### config.mk
export PLATFORM = sky130hd
export DESIGN_NAME = reg_dump_uart
export DESIGN_NICKNAME = d
export VERILOG_FILES = /design/src/rtl/reg_dump_uart.sv
export SDC_FILE = /design/constraint.sdc
export NUM_CORES = 1
export LEC_CHECK = 0
export BUFFER_PORTS_ARGS = -buffer_cell sky130_fd_sc_hd__buf_2
export CAP_MARGIN = 20
export CORE_ASPECT_RATIO = 1.4
export CORE_MARGIN = 5
export CORE_UTILIZATION = 54
export CTS_CLUSTER_SIZE = 12
export DETAILED_ROUTE_END_ITERATION = 8
export PLACE_DENSITY_LB_ADDON = 0.05
export SLEW_MARGIN = 20
export SYNTH_ARGS = -nofsm -noshare
export SYNTH_HDL_FRONTEND = slang
export SYNTH_SLANG_ARGS = --single-unit
### constraint.sdc
create_clock -name iCLK -period 1.9 [get_ports iCLK]
set_clock_uncertainty 0.05 [all_clocks]
set_input_delay 0.19 -clock iCLK [delete_from_list [all_inputs] [get_ports iCLK]]
set_output_delay 0.19 -clock iCLK [all_outputs]
set_load 0.01 [all_outputs]
### src/rtl/reg_dump_uart.sv
// reg_dump_uart: walks the register file display port from FIRST_REG to LAST_REG.
// Each register is snapshotted once per line and sent as the 13-byte ASCII line
// "II:HHHHHHHH\r\n" on an 8N1 UART transmit pin.
//
// Handshake: iStart is a level request, sampled only while idle. oBusy is high
// from the cycle after acceptance until the dump completes. oDone pulses for one
// cycle after the last stop bit. Requests arriving while busy are dropped.
module reg_dump_uart #(
    parameter int CLKS_PER_BIT = 434,
    parameter int FIRST_REG    = 0,
    parameter int LAST_REG     = 31
) (
    input  logic        iCLK,
    input  logic        iRST,
    input  logic        iStart,
    input  logic [31:0] iRegData,
    output logic [4:0]  oRegSel,
    output logic        oTx,
    output logic        oBusy,
    output logic        oDone
);

    localparam int TW = $clog2(CLKS_PER_BIT);
    localparam logic [TW-1:0] TMR_LAST  = TW'(CLKS_PER_BIT - 1);
    localparam logic [4:0]    FIRST_SEL = 5'(FIRST_REG);
    localparam logic [4:0]    LAST_SEL  = 5'(LAST_REG);
    localparam logic [3:0]    LAST_BYTE = 4'd12;
    localparam logic [3:0]    STOP_BIT  = 4'd9;

    typedef enum logic [2:0] {
        S_IDLE,
        S_SELECT,
        S_CAPTURE,
        S_LOAD,
        S_SEND,
        S_DONE
    } state_t;

    state_t          state;
    state_t          state_nx;
    logic [TW-1:0]   bit_tmr;
    logic [3:0]      bit_cnt;
    logic [3:0]      byte_idx;
    logic [31:0]     snap;
    logic [7:0]      tx_shift;
    logic [7:0]      byte_nx;
    logic            bit_end;

    function automatic logic [7:0] hex_ascii(input logic [3:0] n);
        return (n < 4'd10) ? (8'h30 + {4'h0, n}) : (8'h37 + {4'h0, n});
    endfunction

    assign bit_end = (state == S_SEND) && (bit_tmr == TMR_LAST);

    // State register; reset drops any line in progress.
    always_ff @(posedge iCLK or posedge iRST) begin
        if (iRST) state <= S_IDLE;
        else      state <= state_nx;
    end

    // Next-state and status outputs.
    always_comb begin
        state_nx = state;
        oBusy    = 1'b0;
        oDone    = 1'b0;
        oTx      = 1'b1;
        case (state)
            S_IDLE: begin
                if (iStart) state_nx = S_SELECT;
            end
            S_SELECT: begin
                oBusy    = 1'b1;
                state_nx = S_CAPTURE;
            end
            S_CAPTURE: begin
                oBusy    = 1'b1;
                state_nx = S_LOAD;
            end
            S_LOAD: begin
                oBusy    = 1'b1;
                state_nx = S_SEND;
            end
            S_SEND: begin
                oBusy = 1'b1;
                if (bit_cnt == 4'd0)          oTx = 1'b0;
                else if (bit_cnt == STOP_BIT) oTx = 1'b1;
                else                          oTx = tx_shift[0];
                if (bit_end && (bit_cnt == STOP_BIT)) begin
                    if (byte_idx < LAST_BYTE)     state_nx = S_LOAD;
                    else if (oRegSel < LAST_SEL)  state_nx = S_SELECT;
                    else                          state_nx = S_DONE;
                end
            end
            S_DONE: begin
                oDone    = 1'b1;
                state_nx = S_IDLE;
            end
            default: state_nx = S_IDLE;
        endcase
    end

    // Character for the current byte position of the line.
    always_comb begin
        byte_nx = 8'h00;
        case (byte_idx)
            4'd0:    byte_nx = hex_ascii({3'b000, oRegSel[4]});
            4'd1:    byte_nx = hex_ascii(oRegSel[3:0]);
            4'd2:    byte_nx = 8'h3A;
            4'd3:    byte_nx = hex_ascii(snap[31:28]);
            4'd4:    byte_nx = hex_ascii(snap[27:24]);
            4'd5:    byte_nx = hex_ascii(snap[23:20]);
            4'd6:    byte_nx = hex_ascii(snap[19:16]);
            4'd7:    byte_nx = hex_ascii(snap[15:12]);
            4'd8:    byte_nx = hex_ascii(snap[11:8]);
            4'd9:    byte_nx = hex_ascii(snap[7:4]);
            4'd10:   byte_nx = hex_ascii(snap[3:0]);
            4'd11:   byte_nx = 8'h0D;
            4'd12:   byte_nx = 8'h0A;
            default: byte_nx = 8'h00;
        endcase
    end

    // Datapath: register select, snapshot, bit timing and byte shifting.
    always_ff @(posedge iCLK or posedge iRST) begin
        if (iRST) begin
            oRegSel  <= FIRST_SEL;
            bit_tmr  <= '0;
            bit_cnt  <= 4'd0;
            byte_idx <= 4'd0;
            snap     <= 32'h0;
            tx_shift <= 8'h00;
        end else begin
            case (state)
                S_IDLE: begin
                    if (iStart) oRegSel <= FIRST_SEL;
                end
                S_CAPTURE: begin
                    snap     <= iRegData;
                    byte_idx <= 4'd0;
                end
                S_LOAD: begin
                    tx_shift <= byte_nx;
                    bit_tmr  <= '0;
                    bit_cnt  <= 4'd0;
                end
                S_SEND: begin
                    if (bit_tmr == TMR_LAST) begin
                        bit_tmr <= '0;
                        if (bit_cnt == STOP_BIT) begin
                            bit_cnt <= 4'd0;
                            if (byte_idx < LAST_BYTE)    byte_idx <= byte_idx + 4'd1;
                            else if (oRegSel < LAST_SEL) oRegSel  <= oRegSel + 5'd1;
                        end else begin
                            bit_cnt <= bit_cnt + 4'd1;
                            if (bit_cnt != 4'd0) tx_shift <= {1'b0, tx_shift[7:1]};
                        end
                    end else begin
                        bit_tmr <= bit_tmr + 1'b1;
                    end
                end
                default: ;
            endcase
        end
    end

endmodule
After elaboration in Yosys (flattened, before gate mapping)

Index checks and enable logic that the tools add are counted.

$lt $le $gt $ge: 11
Equality and inequality tests: 28
Add/sub/neg operators: 23
Reductions and logical operators: 15
Mux-type cells: 39

Operator list:

| cell                  | number |
|---|---|
| $add A6 B4 Y7 const A | 18 |
| $pmux W7 S13          | 1 |
| $mux W7               | 9 |
| $lt A4 B4 Y1 const B  | 10 |
| $mux W5               | 5 |
| $eq A4 B4 Y1 const B  | 6 |
| $mux W8               | 3 |
| $mux W4               | 5 |
| $pmux W9 S2           | 1 |
| $eq A4 B3 Y1 const B  | 4 |
| $pmux W4 S2           | 2 |
| $pmux W8 S2           | 1 |
| $pmux W3 S5           | 1 |
| $mux W3               | 4 |
| $ne A2 B1 Y1 const B  | 6 |
| $pmux W5 S2           | 1 |
| $add A9 B1 Y9 const B | 1 |
| $eq A9 B9 Y1 const B  | 1 |
| $mux W9               | 1 |
| $add A4 B1 Y4 const B | 2 |
| $eq A4 B2 Y1 const B  | 2 |
| $logic_not A4 Y1      | 2 |
| $reduce_and A4 Y1     | 2 |
| $add A6 B1 Y7 const A | 1 |
| 15 further kinds      | 27 |

Output and inout bits: 8
Logic and storage cells: 123
Input bits: 35
Bits in registers: 65

Logic depth before layout (Yosys ltp)

Gate-level depths: netlist of the first run.

Depth after elaboration: 6
Mapped depth: 9
Gate-level depth less buffers: 8

Worst setup path after synthesis of the first run

Ideal clock, no wire load.

Path kind: reg-to-reg
From: reg byte_idx[0]
To: reg tx_shift[3]
Arrival time: 1.783 ns
Data required time: 1.720 ns
Path slack: -0.063 ns
Buffers on the path: 1
Clock period less this slack: 1.963 ns
Library setup time: 0.130 ns
Stages on the path, launching flop included: 9
Cell sequence: dfrtp_1 -> inv_1 -> ha_1 -> clkbuf_1 -> nand2b_1 -> nor4_1 -> or4_1 -> o31ai_1 -> a21oi_1

Longest elaborated chain between the ends: 3
Elaborated cells between the ends (all ways): 15
Classes of those cells: eq/ne: 12; mux: 2; reduce/logical: 1

Ends and longest elaborated chain:

| element                                    | RTL line | text |
|---|---|---|
| from (decl)                                | 43       | `logic [3:0] byte_idx;` |
| from (signal assigned)                     | 151      | `if (byte_idx < LAST_BYTE) byte_idx <= byte_idx + 4'd1;` |
| $eq A4 B4 Y1, or another cell as far along | 105      | `case (byte_idx)` |
| $pmux W7 S13 *                             | 105      |  |
| $pmux W8 S2 *                              | 133      | `case (state)` |
| to (signal assigned)                       | 142      | `tx_shift <= byte_nx;` |
| to (signal assigned)                       | 155      | `if (bit_cnt != 4'd0) tx_shift <= {1'b0, tx_shift[7:1]};` |
| to (decl)                                  | 45       | `logic [7:0] tx_shift;` |

Every way passes the cells marked *; elsewhere a longest branch is shown, timed or not.
A chain may end at the register's enable or synchronous reset.

Final worst setup path of the first run

From: reg byte_idx[1]
To: reg tx_shift[0]

Same word-level chain as after synthesis.

==> results of run 1 <==
## through the flow
step,utilization [%],setup slack [ns],TNS (ns)
floorplan,-,-0.000298,-0.000298
global placement,66.0,-0.0588,-0.0805
detailed placement,66.0,-0.0980,-0.333
CTS,72.6,-0.0107,-0.0143
global route,77.4,-0.0834,-0.365
finish,77.4,-0.0351,-0.0351
## layout make-up
type                            count  area (um^2)
Tap cell                           97          121
Clock buffer                       14          173
Inverter                           25         96.3
Clock inverter                      2         60.1
Sequential cell                    64         1610
Multi-Input combinational cell    365         2650
Timing Repair Buffer              137         1020
Fill cell                         531         1680
## layer usage
layer,track usage (%),up-vias,wire length (um)
met5,0,-,0
met1,30.6,2028,4830
li1,-,1985,-
met3,5.56,40,537
met4,11.8,0,479
met2,49.6,132,6730
## repair_timing
| action | 4_1_cts | 5_1_grt |
|---|---|---|
| endpoints found under the hold margin | 78 | 0 |
| setup endpoints to repair | 10 | 16 |
| hold buffers | 15 | 0 |
| pin swaps | 2 | 20 |
| gates resized for setup | 17 | 69 |
| setup buffers | 5 | 14 |
## power groups by stage
stage	Sequential (mW)	Clock (mW)	Combinational, mW
after floorplan	2.34	0	2.64
after global placement	2.44	0	4.05
after detailed placement	2.47	0	4.15
after CTS	2.46	1.39	4.37
after global routing	2.61	1.49	5.51
final	2.53	1.38	5.01
## final timing paths
check / start / endpoint / cells after the start
worst min-delay path: iRegData[23] / snap[23]$_DFFE_PP0N_ / 2
min in group asynchronous: iRST / bit_tmr[5]$_DFFE_PP0P_ / 4
worst min register to register: bit_tmr[8]$_DFFE_PP0P_ / bit_tmr[8]$_DFFE_PP0P_ / 1
max in group asynchronous: iRST / state[0]$_DFFE_PP0P_ / 4
worst max-delay path: byte_idx[1]$_DFFE_PP0P_ / tx_shift[0]$_DFFE_PP0P_ / 8
worst max register to register: byte_idx[1]$_DFFE_PP0P_ / tx_shift[0]$_DFFE_PP0P_ / 8
## critical path, stage by stage (launching register included)
cell and delay, ns:
dfrtp_2 0.44, buf_4 0.15, ha_4 0.20, or3_4 0.39, a21oi_4 0.15, nand2_2 0.07
buf_4 0.15, o211ai_1 0.11, a22oi_2 0.09
## kinds of logic after synthesis
family | Yosys count
AO/OA/AOI/OAI | 143
multiplexers | 17
buffers and inverters | 47
XOR/XNOR | 17
AND/OR/NAND/NOR | 169
adder cells (fa/ha/maj) | 19
flip-flops | 64
## cells in the final DEF, fill, tap and decap left out, drive strengths merged, types with 2 or more instances in the layout
cell type	instances
a21oi	26
o21ai	62
nor2b	14
inv	25
a22oi	2
ha	19
nor2	21
nand4	6
nor4	5
nand2	62
o22ai	10
xnor2	11
nand3b	2
nor3	7
a31oi	4
and2	4
buf	122
dfrtp	64
xor2	6
mux2	16
bufinv	2
nand2b	3
nor4b	6
nand3	22
or4	2
o31ai	5
clkbuf	14
a211oi	11
a2111oi	2
dlygate4sd3	15
a32oi	5
nor3b	3
a21boi	2
or3	4
and3	5
o211ai	4
## synth_stat cells (6+ instances only)
master	n	area [um^2]
dfrtp_1	64	1600
clkbuf_1	13	48.8
nor3_1	7	35.0
xor2_1	6	52.6
ha_1	19	238
xnor2_1	11	96.3
nor2b_1	14	87.6
nand2_1	59	221
o21ai_0	60	300
o22ai_1	10	62.6
mux2_2	16	180
a21oi_1	25	125
nor4b_1	6	52.6
a211oi_1	9	67.6
nor2_1	20	75.1
nand3_1	22	110
inv_1	25	93.8
nand4_1	6	37.5
## sequential cells by signal, summed over array words and instances, names as in the netlist
signal,flops
snap,32
bit_tmr,9
tx_shift,7
oRegSel,5
bit_cnt,4
byte_idx,4
state,3
==> flow_summary.ini, run 1 <==
[cts]
htree_num_levels = 3
cts_sinks = 64
clock_latency_ns = 0.36
clkSlewWorstSetupHoldPaths_ns = 0.07
cts_tree = done
clk_path_buf_depth = 2
cts_root_buf = clkbuf_8
numCtsBuffers = 9

[global_routing]
antenna_found_initial = 0
grt_pass1_vias = 4259
grt_overflow = 0
grt_pass1_wl_um = 20900
grt_max_degree = 65
grt_use_total_pct = 27.3

[timing]
hold_ws_ns = 0.0107
worst_pin_slew_ns = 0.525
hold_violations = 0
finalSetupViolCount = 1
fin_ws_ns = -0.0351
max_freq_mhz = 517
timing.slew.headroom_pct = 64.7
fin_crit_sh_pct = 102
rsz0062_at_grt = true
post-route-min-period_ns = 1.94
drv_slew = 0

[logic_synthesis]
ys_seq_area_share_pct = 38.6
yosys.area_share.simple_pct = 21.2
synth_flop_cell = dfrtp_1
synthAdderAreaFrac_pct = 5.73
synthMuxAreaShare_pct = 4.58
synth_top_family_by_area = compound AO/OA/AOI/OAI gates
ys_ff_latch = 64
syn_inst = 476
synth_compound_area_share_pct = 21.3
synth_area_mm2 = 0.00415
synth_xor_area_share_pct = 3.59
synth-edff-count = 0
synth_cell_types = 58
async_flop_share_pct = 100
synth_warnings = 0
syn-num-nets = 530
postSynthAreaPerCell_um2 = 8.72

[die]
ioPinCount = 43
die_width_um = 84.1
die_area_mm2 = 0.00957
coreArea_mm2 = 0.00741
rows = 37
die_y_um = 114
start_util_pct = 56.0

[power_and_ir_drop]
total_power_mw = 8.92
swShare_pct = 42.2
p_clk_share_pct = 15.5
p_int_mw = 5.16
seq_power_share_pct = 28.4
p_leak_nw = 2.52
switchingPower_mw = 3.76
powerDensity_mw_per_mm2 = 1560
ir_drop_v = 0.00110
p_comb_share_pct = 56.2

[final_layout]
area_delta_synth_final_pct = 38.0
drive_gt1_share_pct = 35.9
final_cell_area_mm2 = 0.00573
fin_cells = 704
antennaDiodeCount = 0
nNetsFinal = 656

[worst_hold_path]
hp-class = input port to flop

[drt]
viasPerCell = 5.94
ant_nets = 0
wl_um = 12600
vias = 4185
firstDrtPassIters = 4
wl_per_cell_um = 17.9
drc = 0
first_iter_violations = 248

[placement]
dp_cells = 656
place_area_mm2 = 0.00489
gp_congestion = 0.969
portBuffers = 42
dp_hpwl_um = 8880

[run]
drv_cap = 0

[setup_path]
r2r_slack_ns = -0.04
critPathKind = flop to flop
cp_data_arrival_time_ns = 2.12
crit_path_max_fanout = 8
end_kind = flop
cp_data_required_time_ns = 2.08
start_kind = flop

[run_status]
violations = setup timing
outcome = finished with violations
Note: power is estimated with default switching activity, not from simulation.
==> run 2: changes to the inputs <==
--- a/config.mk
+++ b/config.mk
@@ -10,5 +10,5 @@
 export CORE_ASPECT_RATIO = 1.4
 export CORE_MARGIN = 5
-export CORE_UTILIZATION = 54
+export CORE_UTILIZATION = 40
 export CTS_CLUSTER_SIZE = 12
 export DETAILED_ROUTE_END_ITERATION = 8
==> constraint.sdc (replaced) <==
create_clock -name iCLK -period 1.9 [get_ports iCLK]
set_clock_uncertainty 0.05 [all_clocks]
set_input_delay 0.38 -clock iCLK [delete_from_list [all_inputs] [get_ports iCLK]]
set_output_delay 0.38 -clock iCLK [all_outputs]
set_load 0.01 [all_outputs]
==> run 2 against run 1 <==
The run still ends with setup timing left; global-route usage fell by 6.3 points; clock power rose by 18%; non-clock buffer count rose by 3; hold slack improved by 0.19 ns; setup slack improved by 0.022 ns; critical path depth fell by 2; flip-flop and latch count did not move; register-to-register slack improved by 0.02 ns; critical path type is now flop to primary output; critical endpoint is now oTx.
==> flow_summary.ini, run 2 (same netlist as run 1, synthesis figures left out) <==
[timing]
rsz0062_at_grt = true
max_freq_mhz = 523
worst_pin_slew_ns = 0.497
finalSetupViolCount = 2
drv_slew = 0
tns_ns = -0.0205
hold_ws_ns = 0.202
post-route-min-period_ns = 1.91
timing.slew.headroom_pct = 66.5
fin_crit_sh_pct = 101
hold_violations = 0
fin_ws_ns = -0.0136

[cts]
clk_path_buf_depth = 2
htree_num_levels = 3
numCtsBuffers = 9
cts_tree = done
clock_latency_ns = 0.33
cts_root_buf = clkbuf_16
cts_sinks = 64
clkSlewWorstSetupHoldPaths_ns = 0.05

[placement]
dp_hpwl_um = 9310
place_area_mm2 = 0.00503
gp_congestion = 0.958
portBuffers = 42

[final_layout]
nNetsFinal = 659
final_cell_area_mm2 = 0.00587
fillers = 964
top_regs = snap: 32 flops, bit_tmr: 9 flops, tx_shift: 7 flops
final_common_cell = buf_4
area_delta_synth_final_pct = 41.4
largest_register_ffs = 32
drive_gt1_share_pct = 38.8
utilization_pct = 57.0
layout_common_cells = buf_4, dfrtp_1, o21ai_0
antennaDiodeCount = 0
regMostFlops = snap

[die]
start_util_pct = 40.3
die_area_mm2 = 0.0125
rows = 44
ioPinCount = 43
die_width_um = 96.1
coreArea_mm2 = 0.0103
die_y_um = 131

[power_and_ir_drop]
powerDensity_mw_per_mm2 = 1600
ir_drop_v = 0.000748
p_leak_nw = 2.58

[drt]
first_iter_violations = 203
firstDrtPassIters = 4
ant_nets = 0
wl_um = 12500
vias = 4038
viasPerCell = 5.41
drc = 0
wl_per_cell_um = 16.7

[setup_path]
start_kind = flop
critPathSlowestCell = dfrtp_1
end_kind = primary output
slowest_delay_ns = 0.39
cp-startpoint = bit_cnt[1]$_DFFE_PP0P_
reg2reg_from = byte_idx[0]$_DFFE_PP0P_
cp_cell_sequence = inv_2 -> ha_2 -> nand2_2 -> o21ai_2 -> o32a_1 -> buf_2
crit_path_max_fanout = 3
cp_data_required_time_ns = 1.47
critPathKind = flop to primary output
cp_data_arrival_time_ns = 1.48

[global_routing]
grt_overflow = 0
antenna_found_initial = 0
grt_pass1_vias = 3992
grt_use_total_pct = 21.0
grt_pass1_wl_um = 20200
grt_max_degree = 51

[run]
drv_cap = 0

[worst_hold_path]
hp-start = iRegData[13]
hp-class = input port to flop

[run_status]
outcome = finished with violations
violations = setup timing
run 2: worst max-delay path, delay by kind of cell (launching register included):
kind,cells,cell delay (ns)
flip-flops,1,0.39
buffers and inverters,2,0.21
adder cells (fa/ha/maj),1,0.16
AO/OA/AOI/OAI,2,0.31
AND/OR/NAND/NOR,1,0.07
run 2: final cells by class:
class	instances	area (um^2)	area share, %
sequential	64	1610	27.4
inverter	25	100	1.71
multi-input combinational	365	2680	45.6
clock inverter	3	42.5	0.725
timing repair buffer	140	1020	17.5
tap	138	173	2.94
clock buffer	12	246	4.20
run 2: timing repair:
item / 4_1_cts / 5_1_grt
setup buffers: 7 / 17
hold buffers: 1 / 0
cloned: 0 / 0
endpoints found under the setup margin: 8 / 17
gates resized for setup: 32 / 60
pin swaps: 10 / 22
endpoints found under the hold margin: 14 / 0
run 2: routing by layer:
layer	global-route usage (%)	routed length [um]	up-vias
li1	-	-	1989
met4	8.29	408	0
met3	3.26	386	25
met5	0	0	-
met2	37.7	6510	75
met1	24.8	5180	1949
run 2: stage by stage:
| stage | worst slack [ns] | std cells | total power [mW] |
|---|---|---|---|
| 2_1_floorplan | -0.000298 | 476 | 4.98 |
| 3_3_place_gp | -0.177 | 707 | 6.79 |
| 3_5_place_dp | -0.148 | 707 | 6.85 |
| 4_1_cts | -0.0166 | 730 | 8.81 |
| 5_1_grt | -0.107 | 747 | 10.1 |
| 6_report | -0.0136 | 747 | 9.40 |
run 2: final timing paths:
check / endpoint / slack [ns] / cells after the start
min in group asynchronous: bit_tmr[0]$_DFFE_PP0P_ / 0.52 / 3
hold reg to reg: bit_tmr[8]$_DFFE_PP0P_ / 0.44 / 1
max in group asynchronous: state[1]$_DFFE_PP0P_ / 0.67 / 4
setup / recovery: oTx / -0.01 / 6
setup reg to reg: tx_shift[3]$_DFFE_PP0P_ / -0.01 / 7
hold / removal: snap[13]$_DFFE_PP0N_ / 0.20 / 3
run 2: power breakdown:
part	internal, mW	leakage [nW]	switching, mW
clock network	1.04	0.139	0.584
logic	2.60	1.63	2.68
registers	1.91	0.806	0.579
